--- src/rtl/uart_pkg.sv ---
// Shared types, constants and parity helper for the uart_xcvr transceiver.
package uart_pkg;

  localparam int MAX_DATA_W = 16;
  localparam int MIN_LEN = 5;
  localparam logic IDLE_LVL = 1'b1;

  typedef enum logic [2:0] {
    TX_IDLE,
    TX_START,
    TX_DATA,
    TX_PARITY,
    TX_STOP1,
    TX_STOP2
  } tx_state_t;

  typedef enum logic [2:0] {
    RX_IDLE,
    RX_START,
    RX_DATA,
    RX_PARITY,
    RX_STOP1,
    RX_STOP2,
    RX_WAIT_HIGH
  } rx_state_t;

  typedef enum logic {
    PAR_EVEN = 1'b0,
    PAR_ODD  = 1'b1
  } par_mode_t;

  // XOR of the low len bits, inverted for odd parity.
  function automatic logic calc_parity(input logic [MAX_DATA_W-1:0] data,
                                       input logic [4:0] len,
                                       input par_mode_t mode);
    logic p;
    p = (mode == PAR_ODD);
    for (int i = 0; i < MAX_DATA_W; i++)
      if (5'(i) < len) p = p ^ data[i];
    return p;
  endfunction

endpackage

--- src/rtl/uart_baud_tick.sv ---
// Oversample tick generator: one-clk tick every div+1 clocks; new div applies at wrap.
module uart_baud_tick
#(
  parameter int DIV_W = 16
) (
  input  logic             clk,
  input  logic             rst,
  input  logic [DIV_W-1:0] div,
  output logic             tick
);

  logic [DIV_W-1:0] count;
  logic [DIV_W-1:0] div_q;

  assign tick = (count == div_q);

  // The period is re-sampled only at wrap so a div change never truncates a period.
  always_ff @(posedge clk or posedge rst) begin
    if (rst) begin
      count <= '0;
      div_q <= '0;
    end else if (tick) begin
      count <= '0;
      div_q <= div;
    end else begin
      count <= count + 1'b1;
    end
  end

endmodule

--- src/rtl/uart_xcvr.sv ---
// Full-duplex oversampling UART transceiver with valid/ready RX and error flags.
// Optional macro UART_LOOPBACK_EN adds a loopback input routing txd into RX.
module uart_xcvr
  import uart_pkg::*;
#(
  parameter int DATA_W = 8,
  parameter int OSR    = 16,
  parameter int DIV_W  = 16
) (
  input  logic              clk,
  input  logic              rst,
  input  logic [DIV_W-1:0]  div,
  input  logic [3:0]        cfg_len,
  input  logic              cfg_par_en,
  input  logic              cfg_par_odd,
  input  logic              cfg_stop2,
  input  logic [DATA_W-1:0] tx_data,
  input  logic              tx_valid,
  output logic              tx_ready,
  output logic              tx_busy,
  output logic              txd,
  input  logic              rxd,
`ifdef UART_LOOPBACK_EN
  input  logic              loopback,
`endif
  output logic [DATA_W-1:0] rx_data,
  output logic              rx_valid,
  input  logic              rx_ready,
  output logic              rx_parity_err,
  output logic              rx_frame_err,
  output logic              rx_overrun
);

  localparam int CNT_W = $clog2(OSR);
  localparam logic [CNT_W-1:0] CNT_MAX  = CNT_W'(OSR - 1);
  localparam logic [CNT_W-1:0] HALF_CNT = CNT_W'(OSR / 2 - 1);
  localparam logic [4:0] LEN_MAX = 5'(DATA_W);
  localparam logic [4:0] LEN_MIN = 5'(MIN_LEN);

  logic       tick;
  logic [4:0] len_eff;
  logic       txd_int;
  logic       rx_in;

  uart_baud_tick #(.DIV_W(DIV_W)) u_tick (
    .clk  (clk),
    .rst  (rst),
    .div  (div),
    .tick (tick)
  );

  always_comb begin
    len_eff = {1'b0, cfg_len};
    if (len_eff < LEN_MIN) len_eff = LEN_MIN;
    else if (len_eff > LEN_MAX) len_eff = LEN_MAX;
  end

`ifdef UART_LOOPBACK_EN
  assign txd   = loopback ? IDLE_LVL : txd_int;
  assign rx_in = loopback ? txd_int : rxd;
`else
  assign txd   = txd_int;
  assign rx_in = rxd;
`endif

  // ---------------- transmitter ----------------
  tx_state_t         tx_state, tx_state_n;
  logic [DATA_W-1:0] tx_shift;
  logic [4:0]        tx_len, tx_bit;
  logic [CNT_W-1:0]  tx_cnt;
  logic              tx_par_en, tx_par, tx_stop2;
  logic              tx_accept, tx_end;

  always_comb begin
    tx_state_n = tx_state;
    tx_accept  = 1'b0;
    tx_end     = tick && (tx_cnt == CNT_MAX);
    tx_ready   = (tx_state == TX_IDLE);
    tx_busy    = (tx_state != TX_IDLE);
    txd_int    = IDLE_LVL;
    case (tx_state)
      TX_IDLE: if (tx_valid) begin
        tx_accept  = 1'b1;
        tx_state_n = TX_START;
      end
      TX_START: begin
        txd_int = 1'b0;
        if (tx_end) tx_state_n = TX_DATA;
      end
      TX_DATA: begin
        txd_int = tx_shift[0];
        if (tx_end && tx_bit == tx_len - 5'd1)
          tx_state_n = tx_par_en ? TX_PARITY : TX_STOP1;
      end
      TX_PARITY: begin
        txd_int = tx_par;
        if (tx_end) tx_state_n = TX_STOP1;
      end
      TX_STOP1: if (tx_end) tx_state_n = tx_stop2 ? TX_STOP2 : TX_IDLE;
      TX_STOP2: if (tx_end) tx_state_n = TX_IDLE;
      default:  tx_state_n = TX_IDLE;
    endcase
  end

  // Frame settings are captured at accept so mid-frame config changes cannot corrupt the frame.
  always_ff @(posedge clk or posedge rst) begin
    if (rst) begin
      tx_state  <= TX_IDLE;
      tx_shift  <= '0;
      tx_len    <= LEN_MIN;
      tx_bit    <= '0;
      tx_cnt    <= '0;
      tx_par_en <= 1'b0;
      tx_par    <= 1'b0;
      tx_stop2  <= 1'b0;
    end else begin
      tx_state <= tx_state_n;
      if (tx_accept) begin
        tx_shift  <= tx_data;
        tx_len    <= len_eff;
        tx_bit    <= '0;
        tx_cnt    <= '0;
        tx_par_en <= cfg_par_en;
        tx_par    <= calc_parity(MAX_DATA_W'(tx_data), len_eff, par_mode_t'(cfg_par_odd));
        tx_stop2  <= cfg_stop2;
      end else if (tick && tx_state != TX_IDLE) begin
        tx_cnt <= tx_end ? '0 : tx_cnt + 1'b1;
        if (tx_end && tx_state == TX_DATA) begin
          tx_shift <= tx_shift >> 1;
          tx_bit   <= tx_bit + 5'd1;
        end
      end
    end
  end

  // ---------------- receiver ----------------
  rx_state_t         rx_state, rx_state_n;
  logic              rx_s1, rx_s2, rx_s3;
  logic [DATA_W-1:0] rx_shift;
  logic [4:0]        rx_len, rx_bit;
  logic [CNT_W-1:0]  rx_cnt;
  logic              rx_par_en, rx_stop2, rx_perr_q;
  par_mode_t         rx_par_mode;
  logic              rx_start, rx_mid, rx_sample, rx_done, rx_done_ferr, rx_counting;

  always_comb begin
    rx_state_n   = rx_state;
    rx_start     = 1'b0;
    rx_done      = 1'b0;
    rx_done_ferr = 1'b0;
    rx_counting  = !(rx_state inside {RX_IDLE, RX_WAIT_HIGH});
    rx_mid       = (rx_state == RX_START) ? (rx_cnt == HALF_CNT) : (rx_cnt == CNT_MAX);
    rx_sample    = tick && rx_mid;
    case (rx_state)
      RX_IDLE: if (rx_s3 && !rx_s2) begin
        rx_start   = 1'b1;
        rx_state_n = RX_START;
      end
      RX_START: if (rx_sample) rx_state_n = rx_s2 ? RX_IDLE : RX_DATA;
      RX_DATA: if (rx_sample && rx_bit == rx_len - 5'd1)
        rx_state_n = rx_par_en ? RX_PARITY : RX_STOP1;
      RX_PARITY: if (rx_sample) rx_state_n = RX_STOP1;
      RX_STOP1: if (rx_sample) begin
        if (!rx_s2) begin
          rx_done      = 1'b1;
          rx_done_ferr = 1'b1;
          rx_state_n   = RX_WAIT_HIGH;
        end else if (rx_stop2) begin
          rx_state_n = RX_STOP2;
        end else begin
          rx_done    = 1'b1;
          rx_state_n = RX_IDLE;
        end
      end
      RX_STOP2: if (rx_sample) begin
        rx_done      = 1'b1;
        rx_done_ferr = !rx_s2;
        rx_state_n   = rx_s2 ? RX_IDLE : RX_WAIT_HIGH;
      end
      RX_WAIT_HIGH: if (rx_s2) rx_state_n = RX_IDLE;
      default: rx_state_n = RX_IDLE;
    endcase
  end

  // The third sync stage only exists to find the falling edge of the start bit.
  always_ff @(posedge clk or posedge rst) begin
    if (rst) begin
      rx_s1       <= IDLE_LVL;
      rx_s2       <= IDLE_LVL;
      rx_s3       <= IDLE_LVL;
      rx_state    <= RX_IDLE;
      rx_shift    <= '0;
      rx_len      <= LEN_MIN;
      rx_bit      <= '0;
      rx_cnt      <= '0;
      rx_par_en   <= 1'b0;
      rx_par_mode <= PAR_EVEN;
      rx_stop2    <= 1'b0;
      rx_perr_q   <= 1'b0;
    end else begin
      rx_s1    <= rx_in;
      rx_s2    <= rx_s1;
      rx_s3    <= rx_s2;
      rx_state <= rx_state_n;
      if (rx_start) begin
        rx_shift    <= '0;
        rx_len      <= len_eff;
        rx_bit      <= '0;
        rx_cnt      <= '0;
        rx_par_en   <= cfg_par_en;
        rx_par_mode <= par_mode_t'(cfg_par_odd);
        rx_stop2    <= cfg_stop2;
        rx_perr_q   <= 1'b0;
      end else if (tick && rx_counting) begin
        rx_cnt <= rx_mid ? '0 : rx_cnt + 1'b1;
        if (rx_mid && rx_state == RX_DATA) begin
          for (int i = 0; i < DATA_W; i++)
            if (5'(i) == rx_bit) rx_shift[i] <= rx_s2;
          rx_bit <= rx_bit + 5'd1;
        end
        if (rx_mid && rx_state == RX_PARITY)
          rx_perr_q <= rx_s2 ^ calc_parity(MAX_DATA_W'(rx_shift), rx_len, rx_par_mode);
      end
    end
  end

  // A completing frame only replaces the held word if that word is being consumed this cycle.
  always_ff @(posedge clk or posedge rst) begin
    if (rst) begin
      rx_data       <= '0;
      rx_valid      <= 1'b0;
      rx_parity_err <= 1'b0;
      rx_frame_err  <= 1'b0;
      rx_overrun    <= 1'b0;
    end else begin
      rx_overrun <= 1'b0;
      if (rx_done) begin
        if (!rx_valid || rx_ready) begin
          rx_valid      <= 1'b1;
          rx_data       <= rx_shift;
          rx_parity_err <= rx_perr_q;
          rx_frame_err  <= rx_done_ferr;
        end else begin
          rx_overrun <= 1'b1;
        end
      end else if (rx_ready) begin
        rx_valid <= 1'b0;
      end
    end
  end

endmodule

--- config.mk ---
export PLATFORM = sky130hd
export DESIGN_NAME = uart_xcvr
export DESIGN_NICKNAME = d
export VERILOG_FILES = /design/src/rtl/uart_pkg.sv /design/src/rtl/uart_baud_tick.sv /design/src/rtl/uart_xcvr.sv
export SDC_FILE = /design/constraint.sdc
export NUM_CORES = 1
export LEC_CHECK = 0
export BUFFER_PORTS_ARGS = -buffer_cell sky130_fd_sc_hd__buf_4
export CAP_MARGIN = 15
export CORE_MARGIN = 8
export CORE_UTILIZATION = 49
export CTS_CLUSTER_SIZE = 16
export DETAILED_ROUTE_END_ITERATION = 8
export PLACE_DENSITY = 0.68
export SYNTH_ARGS = -nofsm -noshare
export SYNTH_HDL_FRONTEND = slang
export SYNTH_HIERARCHICAL = 1
export SYNTH_SLANG_ARGS = --single-unit
--- constraint.sdc ---
create_clock -name clk -period 4.75 [get_ports clk]
set_input_delay 0.475 -clock clk [delete_from_list [all_inputs] [get_ports clk]]
set_output_delay 0.475 -clock clk [all_outputs]
set_load 0.02 [all_outputs]
After elaboration in Yosys (flattened, before gate mapping)
Cells that the tools add are included.
- register bits: 104
- input port bits: 36
- word-level logic and storage cells: 283
- add/subtract/negate cells: 7
- magnitude comparators: 18
- equal/unequal tests: 38
- multiplexer cells: 121
- bitwise gates (word level): 17
- reduce and logical (&&, ||, !) cells: 48
- operator list (kind ; count):
    2-to-1 mux 1 bit ; 75
    2-to-1 mux 3 bit ; 19
    2-to-1 mux 8 bit ; 6
    less-than comparator 3 x 5 -> 1 bit (first input constant) ; 8
    2-to-1 mux 5 bit ; 7
    nonzero test 2 bit ; 15
    2-to-1 mux 4 bit ; 7
    != test 2 bit (second input constant) ; 12
    AND reduction 3 bit ; 8
    one-hot mux 3 bit (7 select lines) ; 1
    equality test 3 x 5 -> 1 bit (first input constant) ; 4
    less-than comparator 1 x 5 -> 1 bit (first input constant) ; 4
    less-than comparator 2 x 5 -> 1 bit (first input constant) ; 4
    one-hot mux 3 bit (6 select lines) ; 1
    XOR 1 bit ; 17
    adder 16 x 1 -> 16 bit (second input constant) ; 1
    equality test 16 bit ; 1
    2-to-1 mux 16 bit ; 1
    equality test 3 bit (second input constant) ; 5
    equality test 3 x 2 -> 1 bit (second input constant) ; 4
    adder 5 x 1 -> 5 bit (second input constant) ; 2
    equality test 2 x 5 -> 1 bit (first input constant) ; 2
    equality test 5 bit ; 2
    logical AND 1 bit ; 10
    20 further kinds ; 33

Longest topological paths before layout
- depth after elaboration: 45
- gate-level depth with buffers: 12
- gate-level depth less buffers: 9

Cells and area by module
Netlist, hierarchy kept.
- modules (own cells, without submodules) (module ; times used ; cells an instance ; area each (µm²)):
    uart_xcvr ; 1 ; 419 ; 3896.2
    uart_baud_tick ; 1 ; 131 ; 1577.8

Worst setup path after synthesis
Ideal clock, no wire load.
- path type: register -> register
- from: register u_tick.count[6]
- to: register rx_data[0]
- library setup time: 0.125 ns
- arrival: 2.952 ns
- setup slack: 1.673 ns
- stages on the path, launching flop included: 12
- period minus slack after synthesis: 3.077 ns
- path through: dfrtp_1 > clkbuf_1 > xnor2_1 > nand4_1 > nor4_4 > buf_6 > buf_2 > nand4_2 > or4b_4 > nand2b_4 > buf_6 > mux2_4
- longest elaborated chain between the ends: 5
- elaborated cells between the ends (all ways): 6
- RTL lines (what ; RTL line ; source):
    from (decl) ; uart_baud_tick.sv:12 ; logic [DIV_W-1:0] count;
    from (signal assigned) ; uart_baud_tick.sv:26 ; count <= count + 1'b1;
    equality test 16 bit (*) ; uart_baud_tick.sv:15 ; assign tick = (count == div_q);
    named net tick ; uart_xcvr.sv:40 ; logic tick;
    logical AND 1 bit (*) ; uart_xcvr.sv:153 ; rx_sample = tick && rx_mid;
    2-to-1 mux 1 bit (on tied branches) ; uart_xcvr.sv:175, uart_xcvr.sv:163 ;
    one-hot mux 1 bit (2 select lines) (*) ; uart_xcvr.sv:154 ; case (rx_state)
    AND reduction 2 bit (no line) (*) ; - ;
    to (signal assigned) ; uart_xcvr.sv:240 ; rx_data <= rx_shift;
    to (decl) ; uart_xcvr.sv:26 ; output logic [DATA_W-1:0] rx_data,
Mark *: on every way through the listed nets, which the timed path passes. The rest lies on a longest branch.
A chain may end at the register's enable or synchronous reset.

Final worst setup path
- from: register u_tick.count[7]
- to: register rx_shift[2]
- longest elaborated chain between the ends: 4
- RTL lines (what ; RTL line ; source):
    equality test 16 bit ; uart_baud_tick.sv:15 ;
    named net tick ; uart_xcvr.sv:40 ;
    logical AND 1 bit ; uart_xcvr.sv:214 ; end else if (tick && rx_counting) begin
    nonzero test 2 bit (no line) ; - ;
    AND reduction 3 bit (no line) ; - ;
    to (signal, indexed assignment) ; uart_xcvr.sv:218 ; if (5'(i) == rx_bit) rx_shift[i] <= rx_s2;
    to (decl) ; uart_xcvr.sv:139 ; logic [DATA_W-1:0] rx_shift;
The timed path passes the listed nets, and every way through them passes these cells.

==> impl_metrics.yaml <==
outcome:
  status: "completed"
clock_network:
  holdBufCountCts: 0
  clkSlewWorstSetupHoldPaths_ns: 0.10
  clockRootBuffer: "clkbuf_8"
  cts_resized: 0
  cts_setup_buffers: 0
  clkSinkCount: 102
  htree_levels: 3
  clk_path_buf_depth: 2
  cts_buffers: 9
  cts_tree: "done"
  clock_latency_ns: 0.37
final_layout:
  diodes: 0
  layout.nets: 637
  area_growth_pct: 11.5
  final_cells: 735
  final_layout_size_suffix_gt1_frac: 0.192
setup_path:
  cp-end-kind: "flip-flop"
  cpMaxStageDelayCell: "dfrtp_1"
  critPathLaunch: "u_tick/count[7]"
  worstReg2RegStart: "u_tick/count[7]"
  crit_type: "reg2reg"
  path_cells: "xnor2_1 > nand4_1 > nor4_4 > buf_4 > nand4_2 > or3_1 > nor3_1 > nand3b_1 > nand3_1 > o21ai_0"
  crit_path_max_incr_delay_ns: 0.48
  path_max_fanout: 17
  startpoint_type: "flip-flop"
  cp.arrival_ns: 3.11
  crit_buf_inv: 1
  crit_family: "simple AND/OR/NAND/NOR gates"
  required_ns: 4.99
synthesis:
  synth_top_family_by_area: "simple AND/OR/NAND/NOR gates"
  synth_warnings: 6
  yosys.area_share.simple: 0.201
  syn_area_sq_um: 5470
  postSynthCellCount: 550
  synth_fp_nets: 597
  synth_enable_flop_cells: 0
  ys_seq_elements: 102
  synthMuxAreaShare: 0.0757
  syn_avg_cell_area_sq_um: 9.95
  yosys_most_used_dff: "dfrtp_1"
  ys_types: 61
  synth-compound-area-share: 0.0935
  seq_area_frac_synth: 0.468
  synth-xor-area-share: 0.101
  synthAdderAreaFrac: 0.0251
  async_reset_ff_frac: 1.00
power:
  total_power_mw: 2.35
  ir_worst_vdd_mv: 0.188
  p_leak_nw: 2.69
  pwr_density_cell_nw_per_um2: 384
sta:
  final.setup_skew_ns: 0.0147
  period_needed_ns: 2.87
  tightest_slew_ns: 0.863
  final_max_slew_viol_count: 0
  setup_violations: 0
  fin_tns_setup_ns: 0
  whs_ns: 0.180
  fin_crit_sh: 0.604
  timing.fmax_ghz: 0.349
  slew_headroom: 0.425
  report.final.hold_viol_count: 0
  rsz0062_at_grt: "false"
  setup_slack_ns: 1.88
route:
  drt_iter0_drc: 263
  drtPass1Iterations: 4
  vias_per_cell: 5.48
  post_drt_wl_per_cell_um: 15.0
  antenna_left: 0
  routed_wl_um: 11100
  drcViolationCount: 0
  dr_total_vias: 4026
global_route:
  grtUsageMet3: 0.0347
  track_usage: 0.156
  grt_max_degree: 71
  gr-usage-met2: 0.248
  antenna_found_initial: 0
  top_usage_layer: "met2"
  grt_pass1_wl_um: 19000
  grt_remaining_overflow: 0
  met1_usage: 0.206
  first_global_vias: 4033
die:
  rows: 38
  initial_core_util: 0.503
  die_w_um: 122
  core-area_sq_um: 10900
  design.die.area_sq_um: 14800
  chipHeight_um: 122
  io_pins: 51
place:
  place_worst_setup_slack_ns: 1.92
  numPortBuffers: 50
  post-place-cells: 719
  gp_congestion: 0.821
  post-dp-hpwl_um: 8150
min_path:
  hold_class: "in2async"
run:
  drv_cap: 0
## final timing paths
check                              endpoint  slack [ns]  depth (start not counted)
max in group asynchronous         rx_perr_q        3.81                          3
min in group clk                      rx_s1        0.20                          1
hold / removal             u_tick/div_q[14]        0.18                          3
setup reg to reg                rx_shift[2]        1.88                         10
setup / recovery                rx_shift[2]        1.88                         10
hold reg to reg                       rx_s2        0.36                          0
## worst register-to-register path, stage by stage, from the launching register on
cell and delay, ns:
dfrtp_1 0.48, xnor2_1 0.17, nand4_1 0.17, nor4_4 0.32, buf_4 0.28, nand4_2 0.18
or3_1 0.44, nor3_1 0.34, nand3b_1 0.14, nand3_1 0.10, o21ai_0 0.11
## registers in the layout (all words and copies together), names as in the netlist, 5 cells and up
name and count:
rx_bit 5, rx_data 8, rx_shift 8, tx_bit 5
tx_shift 8, u_tick/count 16, u_tick/div_q 16
## layer usage
| layer | up-vias | part of all wire |
|---|---|---|
| met5 | - | 0 |
| met4 | 0 | 0.017 |
| met3 | 15 | 0.036 |
| met2 | 73 | 0.46 |
| met1 | 1966 | 0.49 |
| li1 | 1972 | - |
## report_power, final
part,switching (mW),leakage [nW],internal (mW)
Sequential,0.184,1.31,1.01
Clock,0.298,0.0939,0.206
Combinational,0.348,1.28,0.300
Total,0.830,2.69,1.52
## Yosys cell counts (all sizes together), types with 5 or more instances
library cell,count,share of area
dfstp,7,0.034
o21ai,33,0.030
dfrtp,95,0.43
clkbuf,13,0.0089
nor4,5,0.0085
mux2i,8,0.015
nor3,10,0.0091
buf,13,0.016
xnor2,43,0.070
nand3,15,0.016
inv,17,0.012
nor2,49,0.034
nand3b,7,0.0096
a31oi,12,0.014
a21oi,16,0.016
xor2,19,0.030
or3,9,0.011
ha,11,0.025
nand2b,8,0.011
mux2,27,0.061
nand4,16,0.022
nor3b,6,0.0082
nand2,73,0.050
## cells in the final DEF (no fill, tap or decap), types with 3 or more instances in the layout
cell	Yosys	routed
a21oi_1	14	14
a22o_1	3	3
a31oi_1	12	12
and2_1	4	4
buf_4	1	55
clkbuf_8	0	10
clkinv_2	0	3
dfrtp_1	95	95
dfstp_2	7	7
ha_1	11	11
inv_1	17	16
mux2_1	5	5
mux2_2	14	14
mux2_4	8	8
mux2i_1	8	8
nand2_1	73	73
nand2b_1	7	7
nand3_1	14	14
nand3b_1	7	7
nand4_1	14	14
nor2_1	49	49
nor2b_1	3	3
nor3_1	10	10
nor3b_1	6	6
nor4_1	4	4
o21ai_0	32	32
or3_1	8	8
xnor2_1	42	42
xor2_1	19	19
## area by class of cell
type | instances | area, sq um
sequential | 102 | 2560
clock inverter | 5 | 32.5
clock buffer | 11 | 141
inverter | 17 | 63.8
timing repair buffer | 55 | 413
tap | 140 | 175
multi-input combinational | 405 | 2710
fill | 997 | 4790
## stage by stage
| stage | area, sq um | util |
|---|---|---|
| 3_5_place_dp | 5930 | 0.544 |
| 5_1_grt | 6100 | 0.560 |
| 2_1_floorplan | 5470 | - |
| 4_1_cts | 6100 | 0.560 |
| 3_3_place_gp | 5930 | 0.544 |
| 6_report | 6100 | 0.560 |
## cell families (layout without fill, tap and decap cells)
group           count (synthesis)  count (layout)
buf+inv                        43              88
simple gates                  213             213
flops                         102             102
fa+ha+maj                      11              11
xor+xnor                       62              62
compound gates                 84              84
mux                            35              35
Power figures use the tool's default switching activity.
